--- config.mk ---
export PLATFORM = sky130hd
export DESIGN_NAME = reorder_buffer
export DESIGN_NICKNAME = d
export VERILOG_FILES = /design/src/rtl/reorder_buffer_pkg.sv /design/src/rtl/reorder_buffer.sv
export SDC_FILE = /design/constraint.sdc
export NUM_CORES = 2
export LEC_CHECK = 0
export CORE_MARGIN = 2
export CORE_UTILIZATION = 35
export DETAILED_ROUTE_END_ITERATION = 7
export SETUP_SLACK_MARGIN = 0.5
export SLEW_MARGIN = 0
export SYNTH_ARGS = -nofsm -noshare
export SYNTH_HDL_FRONTEND = slang
export SYNTH_SLANG_ARGS = --single-unit
export TNS_END_PERCENT = 50
--- constraint.sdc ---
create_clock -name clk -period 3.6 [get_ports clk]
set_input_delay 0.72 -clock clk [delete_from_list [all_inputs] [get_ports clk]]
set_output_delay 0.72 -clock clk [all_outputs]
set_load 0.01 [all_outputs]
--- src/rtl/reorder_buffer_pkg.sv ---
// Shared constants and types for the reorder buffer.
//   ROB_SIZE   - number of entries (power of two)
//   ROB_W      - width of every rob_pos index
//   rob_type_e - kind of an allocated entry (register write, store, branch)
package reorder_buffer_pkg;

  localparam int ROB_SIZE = 16;
  localparam int ROB_W    = 4;

  typedef enum logic [1:0] {
    ROB_REG   = 2'd0,
    ROB_STORE = 2'd1,
    ROB_BR    = 2'd2
  } rob_type_e;

endpackage

--- src/rtl/reorder_buffer.sv ---
// 16-entry circular reorder buffer. Allocates one entry per issued
// instruction, collects ALU / LSB write-back results, retires at most one
// entry per cycle in program order and flushes on a mispredicted branch.
// Ports:
//   clk, rst (async active-low), rdy (global stall when 0)
//   issue*          - allocation request from the decoder
//   issue_rob_pos   - tail index for the next allocation (combinational)
//   full            - no free entry
//   alu_*, lsb_*    - write-back buses
//   rs1_*, rs2_*    - operand queries with same-cycle bus forwarding
//   commit*         - registered retirement pulse and its payload
//   rollback*       - registered flush pulse and fetch redirect target
module reorder_buffer
  import reorder_buffer_pkg::*;
(
  input  logic             clk,
  input  logic             rst,
  input  logic             rdy,
  input  logic             issue,
  input  logic [1:0]       issue_type,
  input  logic [4:0]       issue_rd,
  input  logic [31:0]      issue_pc,
  input  logic             issue_pred_jump,
  input  logic             issue_ready,
  input  logic [31:0]      issue_val,
  output logic [ROB_W-1:0] issue_rob_pos,
  output logic             full,
  input  logic             alu_result,
  input  logic [ROB_W-1:0] alu_rob_pos,
  input  logic [31:0]      alu_val,
  input  logic             alu_real_jump,
  input  logic [31:0]      alu_resume_pc,
  input  logic             lsb_result,
  input  logic [ROB_W-1:0] lsb_rob_pos,
  input  logic [31:0]      lsb_val,
  input  logic [ROB_W-1:0] rs1_rob_pos,
  output logic             rs1_ready,
  output logic [31:0]      rs1_val,
  input  logic [ROB_W-1:0] rs2_rob_pos,
  output logic             rs2_ready,
  output logic [31:0]      rs2_val,
  output logic             commit,
  output logic [4:0]       commit_rd,
  output logic [31:0]      commit_val,
  output logic [ROB_W-1:0] commit_rob_pos,
  output logic             commit_store,
  output logic             rollback,
  output logic [31:0]      rollback_pc
);

  logic [ROB_W-1:0]    head_q, head_d, tail_q, tail_d;
  logic [ROB_W:0]      count_q, count_d;
  logic [ROB_SIZE-1:0] busy_q, busy_d, ready_q, ready_d;

  // Per-field entry storage indexed by rob_pos.
  logic [1:0]  kind_q   [ROB_SIZE];
  logic [4:0]  rd_q     [ROB_SIZE];
  logic [31:0] val_q    [ROB_SIZE];
  logic        pred_q   [ROB_SIZE];
  logic        real_q   [ROB_SIZE];
  logic [31:0] resume_q [ROB_SIZE];

  logic             commit_q, commit_store_q, rollback_q;
  logic [4:0]       commit_rd_q;
  logic [31:0]      commit_val_q, rollback_pc_q;
  logic [ROB_W-1:0] commit_rob_pos_q;

  logic issue_ok, alu_ok, lsb_ok, retire, mispredict;

  // The redirect target always comes from the ALU, so the PC is not stored.
  logic unused_pc;
  assign unused_pc = ^issue_pc;

  assign full          = (count_q == (ROB_W+1)'(ROB_SIZE));
  assign issue_rob_pos = tail_q;

  // Everything arriving during the flush cycle belongs to the wrong path.
  assign issue_ok = issue & ~full & ~rollback_q;
  assign alu_ok   = alu_result & busy_q[alu_rob_pos] & ~rollback_q;
  assign lsb_ok   = lsb_result & busy_q[lsb_rob_pos] & ~rollback_q;

  // Retirement looks only at registered state: a same-cycle write-back
  // to the head retires on the following edge.
  assign retire     = (count_q != '0) & busy_q[head_q] & ready_q[head_q];
  assign mispredict = retire & (kind_q[head_q] == ROB_BR)
                      & (pred_q[head_q] != real_q[head_q]);

  always_comb begin
    head_d  = head_q;
    tail_d  = tail_q;
    count_d = count_q;
    busy_d  = busy_q;
    ready_d = ready_q;
    if (mispredict) begin
      head_d  = '0;
      tail_d  = '0;
      count_d = '0;
      busy_d  = '0;
      ready_d = '0;
    end else begin
      if (issue_ok) begin
        busy_d[tail_q]  = 1'b1;
        ready_d[tail_q] = issue_ready;
        tail_d          = tail_q + ROB_W'(1);
      end
      if (lsb_ok) ready_d[lsb_rob_pos] = 1'b1;
      if (alu_ok) ready_d[alu_rob_pos] = 1'b1;
      if (retire) begin
        busy_d[head_q] = 1'b0;
        head_d         = head_q + ROB_W'(1);
      end
      case ({issue_ok, retire})
        2'b10:   count_d = count_q + (ROB_W+1)'(1);
        2'b01:   count_d = count_q - (ROB_W+1)'(1);
        default: count_d = count_q;
      endcase
    end
  end

  always_ff @(posedge clk or negedge rst) begin
    if (!rst) begin
      head_q           <= '0;
      tail_q           <= '0;
      count_q          <= '0;
      busy_q           <= '0;
      ready_q          <= '0;
      commit_q         <= 1'b0;
      commit_store_q   <= 1'b0;
      commit_rd_q      <= '0;
      commit_val_q     <= '0;
      commit_rob_pos_q <= '0;
      rollback_q       <= 1'b0;
      rollback_pc_q    <= '0;
    end else if (rdy) begin
      head_q         <= head_d;
      tail_q         <= tail_d;
      count_q        <= count_d;
      busy_q         <= busy_d;
      ready_q        <= ready_d;
      commit_q       <= retire;
      commit_store_q <= retire & (kind_q[head_q] == ROB_STORE);
      rollback_q     <= mispredict;
      if (retire) begin
        commit_rd_q      <= (kind_q[head_q] == ROB_STORE) ? 5'd0 : rd_q[head_q];
        commit_val_q     <= val_q[head_q];
        commit_rob_pos_q <= head_q;
      end
      if (mispredict) rollback_pc_q <= resume_q[head_q];
    end
  end

  // Payload storage needs no reset: busy/ready gate every use of it.
  always_ff @(posedge clk) begin
    if (rdy) begin
      if (issue_ok) begin
        kind_q[tail_q] <= issue_type;
        rd_q[tail_q]   <= issue_rd;
        val_q[tail_q]  <= issue_val;
        pred_q[tail_q] <= issue_pred_jump;
        // Entries resolved at issue never see the ALU, so they must
        // look correctly predicted.
        real_q[tail_q] <= issue_pred_jump;
      end
      if (lsb_ok) val_q[lsb_rob_pos] <= lsb_val;
      // ALU applied last so it wins if both buses target one entry.
      if (alu_ok) begin
        val_q[alu_rob_pos]    <= alu_val;
        real_q[alu_rob_pos]   <= alu_real_jump;
        resume_q[alu_rob_pos] <= alu_resume_pc;
      end
    end
  end

  // Operand queries: stored value first, then the buses (ALU before LSB).
  logic rs1_alu_hit, rs1_lsb_hit, rs2_alu_hit, rs2_lsb_hit;
  assign rs1_alu_hit = alu_result & (alu_rob_pos == rs1_rob_pos);
  assign rs1_lsb_hit = lsb_result & (lsb_rob_pos == rs1_rob_pos);
  assign rs2_alu_hit = alu_result & (alu_rob_pos == rs2_rob_pos);
  assign rs2_lsb_hit = lsb_result & (lsb_rob_pos == rs2_rob_pos);

  assign rs1_ready = ready_q[rs1_rob_pos] | rs1_alu_hit | rs1_lsb_hit;
  assign rs1_val   = ready_q[rs1_rob_pos] ? val_q[rs1_rob_pos] :
                     rs1_alu_hit ? alu_val : rs1_lsb_hit ? lsb_val : 32'd0;
  assign rs2_ready = ready_q[rs2_rob_pos] | rs2_alu_hit | rs2_lsb_hit;
  assign rs2_val   = ready_q[rs2_rob_pos] ? val_q[rs2_rob_pos] :
                     rs2_alu_hit ? alu_val : rs2_lsb_hit ? lsb_val : 32'd0;

  assign commit         = commit_q;
  assign commit_store   = commit_store_q;
  assign commit_rd      = commit_rd_q;
  assign commit_val     = commit_val_q;
  assign commit_rob_pos = commit_rob_pos_q;
  assign rollback       = rollback_q;
  assign rollback_pc    = rollback_pc_q;

endmodule

==> impl_results.md <==
- Slew margin rel.: 14.6%
- H-tree depth: 4
- Dpl cells: 8279
- Seq/Total Area, Yosys: 54.3%
- Clock Sink Count: 1289
- R2R cell count: 10
- Clk_lat worst skew: between 800 and 900 ps
- Setup crit end kind: output port
- RSZ-0062 raised after global routing: yes
- Crit path kind: reg -> out
- Drt pass-1 iters: 8
- Vias in the first global route: 52700
- WL/cell: 33.2 um
- Routability-driven placement congestion ratio: roughly 0.92
- Root Driver: clkbuf_16
- Die span in y: 452 um
- Number of flops mapped to enable cells by yosys: 1168
- MaxCap Viol Count: 0
- Largest net degree at the start of global routing: 95
- Reg-to-reg endpoint: rollback_pc[24]
- CP cell instances: mux4_2 > mux4_4 > buf_16 > buf_12 > or3b_4 > buf_6
- Cell variety after synth: 61
- Worst-path fanout max: 5
- Leakage: 30.3 nW
- Starting density of the core: 35.2%
- Final hold vios: 0
- Worst path slowest cell: mux4_4
- Post-Syn Area: 70200 um^2
- Top_reg_cell synth: edfxtp_1
- VDD IR-drop max: 0.557 mV
- CTS buffer count: around 140
- HPWL Detailed: 174000 um
- Crit path depth: 6
- Critical Path Source Type: register
- Critical Path End: rs1_ready
- DR iter-0 viols: approximately 8400
- Synthesized area per cell: 12.8 um^2
- Initial antenna violation count: 38
- Mapped Cells: around 5500
- Final nets: about 6000
- Fmax: ~250 MHz
- Final setup TNS: -21110 ps
- Antenna Nets Post-Route: 0
- Fin worst setup slack: -412 ps
- Worst slew pin tran: 1280 ps
- FF+latch count, synth: approximately 1300
- Worst Path Required: approximately 2900 ps
- Die area: 204000 um^2
- Syn Nets: 5684
- CORE AREA: 199000 um^2
- Site row count: 164
- Synth Warn #: 0
- Async SR Flop Fraction: approximately a tenth
- Status: finished, violations left
- Crit path buf inv count: 3
- Pwr dens: approximately 600 nW/um^2
- Dpl ws: -871 ps
- Crit-path leading delay family: multiplexers
- Share of layout cells above drive strength 1: 29.9%
- Total grt overflow: 0
- Vias per cell: 6.29
- Final Max Slew Viols: 0
- Gr usage total: 27.5%
- Die width: 452 um
- FF-to-FF setup slack: 540 ps
- Area Growth Syn to Fin: 23.3%
- Worst min path class: reg -> reg
- CP Data Arrival Time: 3290 ps
- Clock buffer depth: 3
- Clock transition at path regs: 60 ps
- Final wirelength: 286000 um
- Post-Layout Cell Count: 8621
- Port bufs: 306
- Period utilization: 111%
- Fill cells: around 18000
- Violated checks: negative setup slack
- DRC Markers: 0
- I/O Pins: 339
- Worst r2r src: head_q[0]
- Min Tclk post-route: roughly 4000 ps
- Skew final: 76.2 ps
- Vias: 54200
- Max incr delay on CP: 690 ps
- CP startpoint: ready_q[1]
- Setup violators final: 66
- CTS tree: done
- First-pass GRT wire length: 399000 um
flip-flops by register name (all words and copies together), names as in the netlist, 32 cells and up:
name and cells:
commit_val 32, kind_q 32, rd_q 80, resume_q 512, rollback_pc 32, val_q 512
repair_timing:
action                                 in CTS  in global routing
pin swaps                                  26                 23
hold buffers                                1                  0
endpoints found under the hold margin      43                  0
gates cloned                                8                  1
buffers inserted                           35                  7
setup endpoints to repair                 507                177
gates resized for setup                   407                 56
worst min-delay path, delay by kind of cell (launching register included):
| kind | cells | cell delay [ps] |
|---|---|---|
| flops | 1 | 340 |
| simple gates | 2 | 100 |
cell usage after synthesis (3+ instances only):
cell	count	area (um^2)
edfxtp_1	1168	35100
nand2_1	1146	4300
mux4_2	705	15900
nor2_1	593	2230
clkbuf_1	485	1820
a31oi_1	349	2180
a21oi_1	331	1660
dfrtp_1	121	3030
buf_1	116	435
o21ai_0	87	435
a22oi_1	65	488
mux2_4	30	450
a22o_1	25	219
nand2b_1	23	144
inv_1	22	82.6
mux2i_1	21	210
buf_2	20	100
o221ai_1	16	140
a311oi_1	14	123
xor2_1	14	123
nand3_1	12	60.1
nor3_1	11	55.1
ha_1	10	125
or2_2	8	50.1
xnor2_1	8	70.1
or3_1	7	43.8
and2_1	6	37.5
nand3b_1	6	45.0
a21o_1	5	37.5
buf_12	5	100
nor2b_1	5	31.3
and3_1	3	18.8
nor3b_1	3	22.5
nor4_1	3	18.8
power by group:
group	leakage, nW	switching [mW]	internal, mW
sequential	12.1	0.757	17.4
clock	2.32	6.66	8.44
combinational	15.9	9.20	8.66
how the worst min path moves through the flow:
stage                   start              to  cells past startpoint
2_1_floorplan             rst       busy_q[0]                      0
3_3_place_gp     commit_rd[3]    commit_rd[3]                      2
3_5_place_dp   commit_val[26]  commit_val[26]                      2
4_1_cts                   rst  commit_val[22]                      2
5_1_grt          commit_rd[1]    commit_rd[1]                      2
6_report        commit_val[9]   commit_val[9]                      2
cell families (layout without fill, tap and decap cells):
group                    Yosys count  in the layout  synth area share [%]
buffers and inverters            656           1111                  3.69
adder cells (fa/ha/maj)           10             10                 0.178
XOR/XNOR                          22             22                 0.274
multiplexers                     761            761                  23.7
flip-flops                      1289           1289                  54.3
AND/OR/NAND/NOR                 1838           1838                  10.2
AO/OA/AOI/OAI                    906            906                  7.72
other                              0             28                     0
through the flow:
| step | utilization, % | hold WS, ps | total power, mW | cell area, um^2 |
|---|---|---|---|---|
| 6_report | 43.4 | 473 | 51.1 | 86600 |
| 5_1_grt | 43.4 | 503 | 52.7 | 86600 |
| 4_1_cts | 43.2 | 479 | 50.9 | 86200 |
| 3_5_place_dp | 40.3 | 462 | 34.8 | 80400 |
| 3_3_place_gp | 40.3 | 461 | 34.6 | 80400 |
| 2_1_floorplan | - | 424 | 28.5 | 70900 |
final cells by class:
| cell class | count | area (um^2) | share of cell area (%) |
|---|---|---|---|
| Antenna cell | 28 | 70.1 | 0.0809 |
| Clock inverter | 77 | 1040 | 1.20 |
| Multi-Input combinational cell | 3537 | 30600 | 35.4 |
| Clock buffer | 185 | 3810 | 4.40 |
| Inverter | 25 | 110 | 0.127 |
| Timing Repair Buffer | 824 | 9490 | 11.0 |
| Sequential cell | 1289 | 38100 | 44.0 |
| Tap cell | 2656 | 3320 | 3.84 |
metal layers:
metal,vias up,routed length (um),track usage (%)
met3,1102,38900,9.24
met1,27100,101000,34.5
met2,4422,125000,40.7
li1,21600,-,-
met5,-,79,0
met4,16,21400,17.8
layout by cell type (no fill, tap or decap), types with 30 or more instances in the layout:
cell type        synthesis  routed
clkbuf_1               485      35
mux4_2                 705     704
a22oi_1                 65      63
clkdlybuf4s50_1          0     229
o21ai_2                  0      45
dfrtp_1                121     115
edfxtp_1              1168    1168
nand2_2                  0      49
mux2_4                  30      30
a21oi_1                331     330
buf_12                   5     187
buf_4                    2     296
buf_6                    2      34
nand2_4                  0      41
a31oi_1                349     348
clkbuf_16                0     144
nor2_1                 593     574
buf_2                   20      48
nand2_1               1146    1055
(Power assumes the default switching activity.)
